### src/rtl/uart_pkg.sv
// Shared definitions for the UART byte receiver: FSM encoding and baud divider.
package uart_pkg;

  typedef enum logic [1:0] {
    ST_IDLE  = 2'd0,
    ST_START = 2'd1,
    ST_DATA  = 2'd2,
    ST_STOP  = 2'd3
  } rx_state_t;

  // Clock cycles per bit period (integer division, truncating).
  function automatic int baud_div(input int clk_hz, input int baud);
    return clk_hz / baud;
  endfunction

endpackage

### src/rtl/bit_synchronizer.sv
// Two-flop synchroniser for one asynchronous bit; both flops reset to RESET_VAL.
module bit_synchronizer #(
  parameter logic RESET_VAL = 1'b1
) (
  input  logic clk,
  input  logic rst,
  input  logic d,
  output logic q
);

  logic meta;

  // Two-stage capture of the asynchronous input.
  always_ff @(posedge clk) begin
    if (rst) begin
      meta <= RESET_VAL;
      q    <= RESET_VAL;
    end else begin
      meta <= d;
      q    <= meta;
    end
  end

endmodule

### src/rtl/uart_byte_receiver.sv
// 8N1 UART receiver, LSB first, mid-bit sampling driven purely by a bit counter.
//
// Output semantics: uart_rx_done is a one-cycle valid strobe with no ready;
// uart_rx_data is valid in the cycle uart_rx_done is high and is held until the
// next good frame. uart_frame_err is a one-cycle strobe for a low stop bit and
// never coincides with uart_rx_done.
module uart_byte_receiver
  import uart_pkg::*;
#(
  parameter int CLK_FREQ  = 100_000_000,
  parameter int BAUD_RATE = 115_200
) (
  input  logic       clk,
  input  logic       rst,
  input  logic       uart_rxd,
  output logic       uart_rx_done,
  output logic [7:0] uart_rx_data,
  output logic       uart_frame_err,
  output logic       uart_rx_busy
);

  localparam int BAUD_CNT = baud_div(CLK_FREQ, BAUD_RATE);
  localparam int HALF_CNT = BAUD_CNT / 2;
  localparam int CNT_W    = $clog2(BAUD_CNT);
  localparam logic [CNT_W-1:0] CNT_LAST = CNT_W'(BAUD_CNT - 1);
  localparam logic [CNT_W-1:0] CNT_HALF = CNT_W'(HALF_CNT - 1);

  generate
    if (BAUD_CNT < 4) begin : g_baud_check
      $error("uart_byte_receiver: BAUD_CNT must be at least 4");
    end
  endgenerate

  rx_state_t        state;
  rx_state_t        state_next;
  logic             rxd_sync;
  logic             rxd_hist;
  logic             fall;
  logic [CNT_W-1:0] cnt;
  logic [2:0]       idx;
  logic [7:0]       shift_reg;
  logic             half_hit;
  logic             bit_hit;

  bit_synchronizer #(.RESET_VAL(1'b1)) u_sync (
    .clk (clk),
    .rst (rst),
    .d   (uart_rxd),
    .q   (rxd_sync)
  );

  // History flop for falling-edge detection on the synchronised line.
  always_ff @(posedge clk) begin
    if (rst) rxd_hist <= 1'b1;
    else     rxd_hist <= rxd_sync;
  end

  assign fall     = rxd_hist & ~rxd_sync;
  assign half_hit = (cnt == CNT_HALF);
  assign bit_hit  = (cnt == CNT_LAST);

  // FSM state register.
  always_ff @(posedge clk) begin
    if (rst) state <= ST_IDLE;
    else     state <= state_next;
  end

  // Next-state logic: start validated at half bit, then whole-bit steps.
  always_comb begin
    state_next = state;
    case (state)
      ST_IDLE:  if (fall) state_next = ST_START;
      ST_START: if (half_hit) state_next = rxd_sync ? ST_IDLE : ST_DATA;
      ST_DATA:  if (bit_hit && idx == 3'd7) state_next = ST_STOP;
      ST_STOP:  if (bit_hit) state_next = ST_IDLE;
      default:  state_next = ST_IDLE;
    endcase
  end

  // Bit-timing counter; held at zero in IDLE so START always begins from zero.
  always_ff @(posedge clk) begin
    if (rst) begin
      cnt <= '0;
    end else begin
      case (state)
        ST_START:         cnt <= half_hit ? '0 : cnt + 1'b1;
        ST_DATA, ST_STOP: cnt <= bit_hit  ? '0 : cnt + 1'b1;
        default:          cnt <= '0;
      endcase
    end
  end

  // Data bit index; cleared while validating the start bit.
  always_ff @(posedge clk) begin
    if (rst)                          idx <= 3'd0;
    else if (state == ST_START)       idx <= 3'd0;
    else if (state == ST_DATA && bit_hit) idx <= idx + 3'd1;
  end

  // Shift register filled LSB first at each data mid-bit.
  always_ff @(posedge clk) begin
    if (rst)                              shift_reg <= 8'h00;
    else if (state == ST_DATA && bit_hit) shift_reg[idx] <= rxd_sync;
  end

  // Result strobes and held byte, decided at the stop-bit mid-sample.
  always_ff @(posedge clk) begin
    if (rst) begin
      uart_rx_done   <= 1'b0;
      uart_frame_err <= 1'b0;
      uart_rx_data   <= 8'h00;
    end else begin
      uart_rx_done   <= 1'b0;
      uart_frame_err <= 1'b0;
      if (state == ST_STOP && bit_hit) begin
        if (rxd_sync) begin
          uart_rx_done <= 1'b1;
          uart_rx_data <= shift_reg;
        end else begin
          uart_frame_err <= 1'b1;
        end
      end
    end
  end

  assign uart_rx_busy = (state != ST_IDLE);

endmodule

### config.mk
export PLATFORM = sky130hd
export DESIGN_NAME = uart_byte_receiver
export DESIGN_NICKNAME = d
export VERILOG_FILES = /design/src/rtl/uart_pkg.sv /design/src/rtl/bit_synchronizer.sv /design/src/rtl/uart_byte_receiver.sv
export SDC_FILE = /design/constraint.sdc
export NUM_CORES = 1
export LEC_CHECK = 0
export BUFFER_PORTS_ARGS = -buffer_cell sky130_fd_sc_hd__buf_2
export CAP_MARGIN = 20
export CORE_MARGIN = 8
export CORE_UTILIZATION = 55
export DETAILED_ROUTE_END_ITERATION = 6
export PLACE_DENSITY = 0.76
export SYNTH_ARGS = -nofsm -noshare
export SYNTH_HDL_FRONTEND = slang
export SYNTH_SLANG_ARGS = --single-unit
export TNS_END_PERCENT = 50
### constraint.sdc
create_clock -name clk -period 3.28 [get_ports clk]
set_input_delay 0.492 -clock clk [delete_from_list [all_inputs] [get_ports clk]]
set_output_delay 0.492 -clock clk [all_outputs]
set_load 0.1 [all_outputs]
==> key figures, run 1 <==
Outcome
  – Status: finished, final reports clean

Logic synthesis
  – Compound-Gate Fraction of Synth Area: 4.900%
  – Post-synth top flop: dfxtp_1
  – Synthesized Nets: 169
  – Synth Area per Inst: 9.616 um^2
  – Dominant combinational cell family by area after synthesis: simple AND/OR/NAND/NOR gates
  – FF+latch count, synth: 36
  – Post-synth cell types: 35
  – Asr flop ratio synth: 0%
  – Post-synthesis xor/xnor area fraction: between 4 and 5%
  – Sequential-to-total area share from yosys stat: 46.27%
  – Synthesized instance count: 162
  – Post-Synthesis Cell Area: 1558 um^2
  – EDFF count, synth: 0
  – YS warnings: 0
  – Mux cell area share after synthesis: 10.28%
  – Post-Synth Simple-Gate Area: 26.91%
  – Adder-cell share of the synthesized area: roughly 3.2%

Global route
  – First-pass GRT wire length: 4.905 mm
  – Vias in the first global route: between 1,000 and 1,500
  – Largest net degree at the start of global routing: 21
  – GR Util All Layers: 12.11%
  – Initial antenna violation count: 0
  – Gr ovfl total: 0

Floorplanning
  – Initial Util: 56.98%
  – Total core area: ~2700 um^2
  – Die Height: roughly 70 um
  – Die area: 4791 um^2
  – I/O pin cnt: 14
  – Die X: 69.22 um
  – Row count: 19

Clock network
  – Hold buffer count at cts: 0
  – Root Driver: clkbuf_4
  – Post-cts repair resize count: 0
  – Insertion delay to the later sink of the worst-skew pair: 0.34 ns
  – Clock sinks: 36
  – Setup repair bufs after CTS: 0
  – Max H-tree Level: 2
  – Clock transition at path regs: around 0.11 ns
  – CTS Buffer Depth: 2
  – CTS tree: built
  – Num CTS Buffers: 5

Power
  – Leak: 0.0006389 uW
  – Pwr dens: 414.8 nW/um^2
  – Maximum vdd drop: 0.0003529 V
  – Power Total: 696.6 uW

Worst setup path
  – Crit path buffers/inverters: 0
  – CP Cell Sequence: ha_1 -> nand4b_1 -> or2_2 -> a21oi_1 -> o311ai_0
  – R2R setup slack: 0.95 ns
  – Crit-path max FO: 12
  – CP Depth: 5
  – Startpoint Class: flop
  – CP max-delay cell: a21oi_1
  – CP max stage delay: 0.69 ns
  – Worst Path Arrival: 2.53 ns
  – Type of element capturing the critical path: flop
  – Crit Path Class: flop to flop
  – CP top delay family: compound AO/OA/AOI/OAI gates
  – Worst path required time: between 3 and 4 ns
  – R2r worst-path depth: 5

Drt
  – DRC: 0
  – Post-Route WL: 2.767 mm
  – First-iteration detailed-routing DRC count: 74
  – Via density: 5.694
  – Initial DRT Pass Iterations: 4
  – Per-cell routed wire length: 13.43 um
  – Vias: approximately 1,200
  – Final ANT Viol Nets: 0

Hold path
  – Hold Crit Class: input pin to flop
  – Worst hold stages: 2

STA
  – Setup Skew: about 0.013 ns
  – Final hold violations: 0
  – Worst slew pin tran: between 0.8 and 0.9 ns
  – Fmax: ~430 MHz
  – RSZ-0062 raised after global routing: false
  – Final period util: 71.01%
  – Slew Limit Fails: 0
  – Hold WS: 0.3330 ns
  – Min Tclk post-route: 2.329 ns
  – Final setup TNS: 0 ns
  – Slew margin rel.: a little over two fifths
  – Finish-stage setup viols: 0

Layout
  – Largest register FFs: 10
  – Final #Nets: 181
  – Fillers: 223
  – Most common cell after layout, fill and taps aside: dfxtp_1
  – Final Cell Area: approximately 1700 um^2
  – Layout cells sized above 1: between 10% and 20%
  – Commonest cells after routing, fill and taps aside: 36 x dfxtp_1, 16 x mux2i_1, 15 x nor2_1
  – Non-Filler Instances: between 200 and 250
  – Diodes inserted: 0
  – Synthesis-to-layout area growth: 7.791%

Placed design
  – Placed inst area: roughly 1600 um^2
  – Post-DP HPWL: approximately 2.0 mm
  – # port buffers: 13
  – Routability congestion estimate: 0.7725
  – Placed Instances: 198

Run
  – Max-Cap Viols: 0
metrics by stage:
| stage | utilization (%) | setup WS (ns) |
|---|---|---|
| floorplan | - | 1.353 |
| global placement | 59.36 | 1.058 |
| detailed placement | 59.36 | 0.9655 |
| CTS | 61.42 | 0.9544 |
| global route | 61.42 | 0.7224 |
| finish | 61.42 | 0.9507 |
final timing paths:
check / startpoint / to
max: cnt[0]$_SDFF_PP0_ / state[0]$_SDFFE_PP0P_
min: uart_rxd / u_sync.meta$_SDFF_PP1_
max reg2reg: cnt[0]$_SDFF_PP0_ / state[0]$_SDFFE_PP0P_
min reg2reg: u_sync.meta$_SDFF_PP1_ / u_sync.q$_SDFF_PP1_
power by group:
| group | internal [uW] | switching [uW] | total, uW | leakage (uW) |
|---|---|---|---|---|
| combinational | 4.71 | 19.1 | 23.8 | 0.000313 |
| clock | 82.2 | 147 | 229 | 0.0000349 |
| sequential | 440 | 3.81 | 443 | 0.000291 |
cells in the mapped netlist (2+ instances only):
library cell / instances / area share (%)
a21oi_1: 3 / 0.96
clkbuf_1: 6 / 1.4
dfxtp_1: 36 / 46
ha_1: 4 / 3.2
inv_1: 6 / 1.4
mux2i_1: 16 / 10
nand2_1: 14 / 3.4
nand3_1: 6 / 1.9
nand4_1: 5 / 2.0
nand4b_1: 5 / 2.8
nor2_1: 15 / 3.6
nor3_1: 10 / 3.2
nor4_1: 5 / 2.0
o211ai_1: 2 / 0.96
or2_2: 3 / 1.2
xnor2_1: 3 / 1.7
xor2_1: 5 / 2.8
cell type report:
type,count,area [um^2],area share (%)
Timing Repair Buffer,13,65.06,3.875
Tap cell,31,38.79,2.310
Multi-Input combinational cell,112,775.7,46.20
Sequential cell,36,720.7,42.92
Clock inverter,3,18.77,1.118
Inverter,6,22.52,1.341
Clock buffer,5,37.54,2.235
metal layers:
layer | vias to the layer above | routed length, um | track usage (%)
met1 | 535 | 1353 | 14.83
met4 | 0 | 50 | 7.517
li1 | 603 | - | -
met2 | 30 | 1217 | 17.73
met3 | 5 | 145 | 4.006
met5 | - | 0 | 0
cells by family after synthesis:
group | after synthesis
xor+xnor | 8
flops | 36
buf+inv | 14
mux | 16
fa+ha+maj | 4
simple gates | 74
compound gates | 10
No activity file was read; power rests on OpenSTA's default activity.
==> run 2: changes to the inputs <==
--- a/config.mk
+++ b/config.mk
@@ -5,12 +5,13 @@
 export SDC_FILE = /design/constraint.sdc
 export NUM_CORES = 1
 export LEC_CHECK = 0
+export ABC_AREA = 1
 export BUFFER_PORTS_ARGS = -buffer_cell sky130_fd_sc_hd__buf_2
 export CAP_MARGIN = 20
 export CORE_MARGIN = 8
 export CORE_UTILIZATION = 55
 export DETAILED_ROUTE_END_ITERATION = 6
-export PLACE_DENSITY = 0.76
+export PLACE_DENSITY = 0.75
 export SYNTH_ARGS = -nofsm -noshare
 export SYNTH_HDL_FRONTEND = slang
 export SYNTH_SLANG_ARGS = --single-unit
==> constraint.sdc (replaced) <==
create_clock -name clk -period 2.4 [get_ports clk]
set_input_delay 0.36 -clock clk [delete_from_list [all_inputs] [get_ports clk]]
set_output_delay 0.36 -clock clk [all_outputs]
set_load 0.1 [all_outputs]
==> run 2 against run 1 <==
Compared with the run above:
- sequential share of layout area is 2.7 points lower
- via count is 14% higher
- worst hold slack worse by 0.13 ns
- worst setup slack worse by 0.34 ns
- final cell count is 27% higher
- critical endpoint unchanged
==> key figures, run 2 <==
Outcome
  – Status: finished, final reports clean

Logic synthesis
  – Dominant combinational cell family by area after synthesis: simple AND/OR/NAND/NOR gates
  – YS warnings: 0
  – Sequential-to-total area share from yosys stat: about 43%
  – Post-synth top flop: dfxtp_1
  – Top-count cell post-synth: nand2_1
  – Post-Synthesis Cell Area: 1663 um^2
  – Synthesized instance count: 214
  – Top post-synthesis cells by count: 50 x nand2_1, 36 x dfxtp_1, 26 x nor2_1
  – Post-synth top area share: 43.34%
  – Adder-cell share of the synthesized area: 3.010%
  – Post-synthesis xor/xnor area fraction: under 10%
  – FF+latch count, synth: 36
  – Post-synth cell types: 26
  – Mux cell area share after synthesis: 0%
  – Asr flop ratio synth: 0%
  – Synth Area per Inst: approximately 7.8 um^2
  – EDFF count, synth: 0
  – Synthesized Nets: ~220
  – Top cells by area in the synthesized netlist: dfxtp_1 43%, nand2_1 11%, a21oi_1 6.3%
  – Area leader, netlist: dfxtp_1
  – Compound-Gate Fraction of Synth Area: 7.073%
  – Post-Synth Simple-Gate Area: about 36%

Layout
  – Final #Nets: 235
  – Final core utilization: 60.72%
  – Final Cell Area: ~1800 um^2
  – Sequential Area: between 700 and 800 um^2
  – Largest register FFs: 10
  – Commonest cells after routing, fill and taps aside: 50 x nand2_1, 36 x dfxtp_1, 26 x nor2_1
  – Fillers: between 200 and 300
  – Area of the multi-input gates: 819.5 um^2
  – Diodes inserted: 0
  – Layout cells sized above 1: 17.03%
  – Synthesis-to-layout area growth: 7.825%
  – Most common cell after layout, fill and taps aside: nand2_1

STA
  – RSZ-0062 raised after global routing: false
  – Fmax: 557.7 MHz
  – Worst slew pin tran: 0.4911 ns
  – Final setup TNS: 0 ns
  – Slew margin rel.: between 60% and 70%
  – Final hold violations: 0
  – Final period util: approximately 75%
  – Slew Limit Fails: 0
  – Hold WS: roughly 0.21 ns
  – Setup Skew: 0.004648 ns
  – Min Tclk post-route: between 1.5 and 2 ns
  – Finish-stage setup viols: 0

Clock network
  – Max H-tree Level: 2
  – Clock transition at path regs: about 0.10 ns
  – Setup repair bufs after CTS: 0
  – Post-cts repair resize count: 0
  – CTS Buffer Depth: 2
  – Root Driver: clkbuf_4
  – CTS tree: built
  – Hold buffer count at cts: 0
  – Insertion delay to the later sink of the worst-skew pair: 0.33 ns
  – Clock sinks: 36
  – Num CTS Buffers: 5

Placed design
  – # port buffers: 13
  – Post-DP HPWL: approximately 2.2 mm
  – Routability congestion estimate: 0.8775
  – Placed inst area: 1732 um^2

Global route
  – Initial antenna violation count: 0
  – First-pass GRT wire length: 5.340 mm
  – GR Util All Layers: 13.10%
  – Largest net degree at the start of global routing: 23
  – Vias in the first global route: 1,264
  – Gr ovfl total: 0

Worst setup path
  – Crit Path Class: flop to flop
  – Worst Path Arrival: roughly 2.0 ns
  – Crit-path max FO: 11
  – Type of element capturing the critical path: flop
  – Worst path required time: 2.65 ns
  – Startpoint Class: flop

Power
  – Clk pwr share: 29.5%
  – Power Total: 1113 uW
  – Maximum vdd drop: 0.0004611 V
  – Logic gate share of total power: approximately 14%
  – Switching Share: 29.72%
  – Seq pwr share: 56.6%
  – P_sw: 330.9 uW
  – Leak: approximately 0.00070 uW
  – Internal power: between 700 and 800 uW
  – Pwr dens: 621.0 nW/um^2

Drt
  – First-iteration detailed-routing DRC count: 113
  – Initial DRT Pass Iterations: 4
  – Final ANT Viol Nets: 0
  – DRC: 0
  – Post-Route WL: around 3.0 mm
  – Vias: about 1,300
  – Via density: 5.122
  – Per-cell routed wire length: 11.49 um

Floorplanning
  – Row count: 20
  – Total core area: a little under 3000 um^2
  – Die area: 5039 um^2
  – Die X: just over 70 um
  – Initial Util: 56.31%
  – I/O pin cnt: 14
  – Die Height: 70.99 um

Hold path
  – Hold Crit Class: input pin to flop

Run
  – Max-Cap Viols: 0
[run 2: cell types whose count changed in the layout (fill, tap and decap cells not counted), moves of 3 or more]
cell,delta
a21oi_1,+18
inv_1,+9
inv_2,+3
mux2i_1,-16
nand2_1,+36
nand2_2,+3
nand3_1,+6
nand4_1,+10
nand4b_1,-5
nor2_1,+11
nor3_1,-8
nor4_1,-5
[run 2: power groups by stage]
stage | sequential [uW] | clock (uW) | combinational, uW
final | 630 | 329 | 154
after global routing | 633 | 360 | 166
after CTS | 629 | 338 | 154
after detailed placement | 643 | 0 | 154
after global placement | 642 | 0 | 154
after floorplan | 638 | 0 | 136
[run 2: critical path: stages, from the launching register on]
cell	delay, ns
dfxtp_1	0.43
ha_1	0.28
nand3_4	0.11
nor2_8	0.18
nand2_4	0.07
nand2_1	0.08
nand2_1	0.06
nand2_1	0.30
nand2_1	0.09
nand2_1	0.07
inv_1	0.03
[run 2: cell families (layout without fill, tap and decap cells)]
| family | after synthesis | count (layout) |
|---|---|---|
| and+or+nand+nor | 117 | 117 |
| xor gates and xnor gates | 7 | 7 |
| buffers and inverters | 27 | 42 |
| DFF | 36 | 36 |
| AOI/OAI and AO/OA | 23 | 23 |
| adders and majority gates | 4 | 4 |
[run 2: layer usage]
layer  up-vias  wire, um  global-route usage (%)
met4         0        63                   6.236
met5         -         0                       0
met1       583      1512                   15.81
met3         8       172                   4.944
li1        728         -                       -
met2        23      1261                   19.98
[run 2: worst paths after layout]
kind / cells past startpoint / end / startpoint / slack (ns)
worst min-delay path: 2 / u_sync.meta$_SDFF_PP1_ / uart_rxd / 0.21
worst max-delay path: 10 / state[0]$_SDFFE_PP0P_ / cnt[0]$_SDFF_PP0_ / 0.61
worst min register to register: 1 / u_sync.q$_SDFF_PP1_ / u_sync.meta$_SDFF_PP1_ / 0.42
worst max register to register: 10 / state[0]$_SDFFE_PP0P_ / cnt[0]$_SDFF_PP0_ / 0.61
[run 2: layout make-up]
type	instances	area share, %
multi-input combinational	151	45.71
tap	33	2.303
inverter	20	4.327
clock buffer	6	2.861
sequential	36	40.20
timing repair buffer	14	4.047
clock inverter	2	0.5583
[run 2: stage by stage]
stage                     std cells  worst slack (ns)
after detailed placement        254            0.6267
after global placement          254            0.6621
after floorplan                 214            0.9193
after CTS                       262            0.6102
after global routing            262            0.4683
final                           262            0.6071
==> run 3: changes to the inputs <==
==> constraint.sdc (replaced) <==
create_clock -name clk -period 1.7 [get_ports clk]
set_input_delay 0.255 -clock clk [delete_from_list [all_inputs] [get_ports clk]]
set_output_delay 0.255 -clock clk [all_outputs]
set_load 0.1 [all_outputs]
==> run 3 against run 2 <==
Compared with the run above:
- clock power increased by 39%
- clock-buffer cell count increased by 2
- worst hold slack got worse by 0.10 ns
- sequential share of layout area decreased by 0.61 points
- worst setup slack got worse by 0.46 ns
- first-iteration DRC count increased by 3.5%
- sequential power increased by 40%
- global-route usage decreased by 0.41 points
- maximum frequency increased by 16%
- die area unchanged
- critical endpoint is now cnt[9]$_SDFF_PP0_
- largest cell class unchanged
- largest power group unchanged
==> key figures, run 3 (same netlist as run 2, synthesis figures left out) <==
Outcome
  – Status: finished, final reports clean

Layout
  – Commonest cells after routing, fill and taps aside: 50 x nand2_1, 36 x dfxtp_1, 26 x nor2_1
  – Layout cells sized above 1: 16.88%
  – Diodes inserted: 0
  – Final #Nets: ~240
  – Synthesis-to-layout area growth: 9.481%
  – Most common cell after layout, fill and taps aside: nand2_1
  – Largest register FFs: 10

Clock network
  – CTS Buffer Depth: 2
  – Root Driver: clkbuf_4
  – Num CTS Buffers: 5
  – Hold buffer count at cts: 0
  – CTS tree: built
  – Max H-tree Level: 2
  – Setup repair bufs after CTS: 0
  – Post-cts repair resize count: 0
  – Clock sinks: 36
  – Insertion delay to the later sink of the worst-skew pair: 0.33 ns
  – Clock transition at path regs: 0.10 ns

STA
  – Slew Limit Fails: 0
  – Final setup TNS: 0 ns
  – Final period util: 91.18%
  – Setup Skew: 0.007672 ns
  – Slew margin rel.: 67.59%
  – Fmax: 645.2 MHz
  – RSZ-0062 raised after global routing: false
  – Worst setup margin: 0.1500 ns
  – Final hold violations: 0
  – Worst slew pin tran: 0.4896 ns
  – Min Tclk post-route: about 1.5 ns
  – Finish-stage setup viols: 0

Power
  – Maximum vdd drop: 0.0006292 V
  – Seq pwr share: 55.3%
  – P_sw: 454.8 uW
  – Power Total: 1597 uW
  – Leak: a little over 0.0007 uW
  – Internal power: between 1000 and 1500 uW
  – Clk pwr share: 28.7%
  – Pwr dens: about 880 nW/um^2
  – Logic gate share of total power: ~16%
  – Switching Share: 28.48%

Worst setup path
  – R2R setup slack: 0.15 ns
  – Crit Path Class: flop to flop
  – Startpoint Class: flop
  – Worst Path Arrival: 1.78 ns
  – Crit-path max FO: 10
  – Worst path required time: about 1.9 ns
  – Worst flop-to-flop path startpoint: cnt[1]$_SDFF_PP0_
  – R2r endpoint: cnt[9]$_SDFF_PP0_
  – R2r worst-path depth: 9
  – Type of element capturing the critical path: flop

Floorplanning
  – Initial Util: about 56%
  – Die Height: approximately 71 um
  – Total core area: between 2000 and 3000 um^2
  – Die area: 5039 um^2
  – Row count: 20
  – Die X: ~70 um
  – I/O pin cnt: 14

Global route
  – Gr ovfl total: 0
  – GR Util All Layers: 12.69%
  – Initial antenna violation count: 0
  – First-pass GRT wire length: a little over 5 mm
  – Largest net degree at the start of global routing: 23
  – Vias in the first global route: 1,202

Placed design
  – Routability congestion estimate: 0.8589
  – # port buffers: 13
  – Post-DP HPWL: ~2.2 mm
  – Setup WS pre-CTS: 0.1593 ns

Drt
  – First-iteration detailed-routing DRC count: between 100 and 150
  – Initial DRT Pass Iterations: 4
  – Via density: 5.102
  – DRC: 0
  – Post-Route WL: 2.908 mm
  – Per-cell routed wire length: 11.02 um
  – Vias: 1,347
  – Final ANT Viol Nets: 0

Hold path
  – Worst hold start: uart_rxd
  – Worst hold stages: 2
  – Hold Crit Class: input pin to flop
  – Hold-critical path endpoint: u_sync.meta$_SDFF_PP1_

Run
  – Max-Cap Viols: 0
[run 3: changes by cell type in the layout (fill, tap and decap cells not counted)]
| cell | change |
|---|---|
| buf_12 | +1 |
| buf_2 | -1 |
| buf_4 | +1 |
| clkbuf_1 | +2 |
| clkbuf_4 | +1 |
| clkinv_2 | -2 |
[run 3: worst max-delay path by stage]
| stage | startpoint | to | cells past startpoint |
|---|---|---|---|
| 5_1_grt | cnt[1]$_SDFF_PP0_ | cnt[9]$_SDFF_PP0_ | 9 |
| 3_3_place_gp | cnt[1]$_SDFF_PP0_ | uart_rx_data[1]$_SDFFE_PP0P_ | 7 |
| 4_1_cts | flop | uart_rx_busy | 3 |
| 2_1_floorplan | cnt[0]$_SDFF_PP0_ | cnt[8]$_SDFF_PP0_ | 9 |
| 3_5_place_dp | cnt[1]$_SDFF_PP0_ | cnt[7]$_SDFF_PP0_ | 9 |
| 6_report | cnt[1]$_SDFF_PP0_ | cnt[9]$_SDFF_PP0_ | 9 |
[run 3: cell type report]
cell class | count | area, um^2
Sequential cell | 36 | 720.7
Tap cell | 33 | 41.29
Inverter | 20 | 77.57
Multi-Input combinational cell | 151 | 819.5
Clock buffer | 8 | 58.81
Fill cell | 301 | 1132
Timing Repair Buffer | 16 | 102.6
[run 3: layer usage]
metal | up-vias | track usage [%] | share of wire (%)
met3 | 7 | 4.237 | 5.7
met2 | 28 | 19.16 | 42
met1 | 578 | 14.65 | 49
li1 | 734 | - | -
met4 | 0 | 9.238 | 2.9
met5 | - | 0 | 0
[run 3: power by group through the flow]
stage | Combinational (uW) | Sequential, uW | Clock (uW)
after detailed placement | 252 | 904 | 0
after global placement | 252 | 903 | 0
after CTS | 253 | 884 | 473
after floorplan | 192 | 900 | 0
final | 256 | 884 | 458
after global routing | 278 | 889 | 510
[run 3: worst max-delay path, stage by stage, from the launching register on]
cell	delay, ns
dfxtp_1	0.38
ha_1	0.26
nand3_4	0.12
nor2_8	0.18
nand2_4	0.07
nand2_1	0.08
nand2_1	0.05
nand2_1	0.11
buf_12	0.14
nor2_1	0.04
[run 3: stage by stage]
| stage | instances | util (%) | area [um^2] | hold slack (ns) |
|---|---|---|---|---|
| floorplan | 214 | - | 1663 | 0.3588 |
| global placement | 256 | 59.58 | 1759 | 0.3947 |
| detailed placement | 256 | 59.58 | 1759 | 0.4009 |
| CTS | 264 | 61.57 | 1818 | 0.08655 |
| global route | 264 | 61.65 | 1821 | 0.08100 |
| finish | 264 | 61.65 | 1821 | 0.1052 |
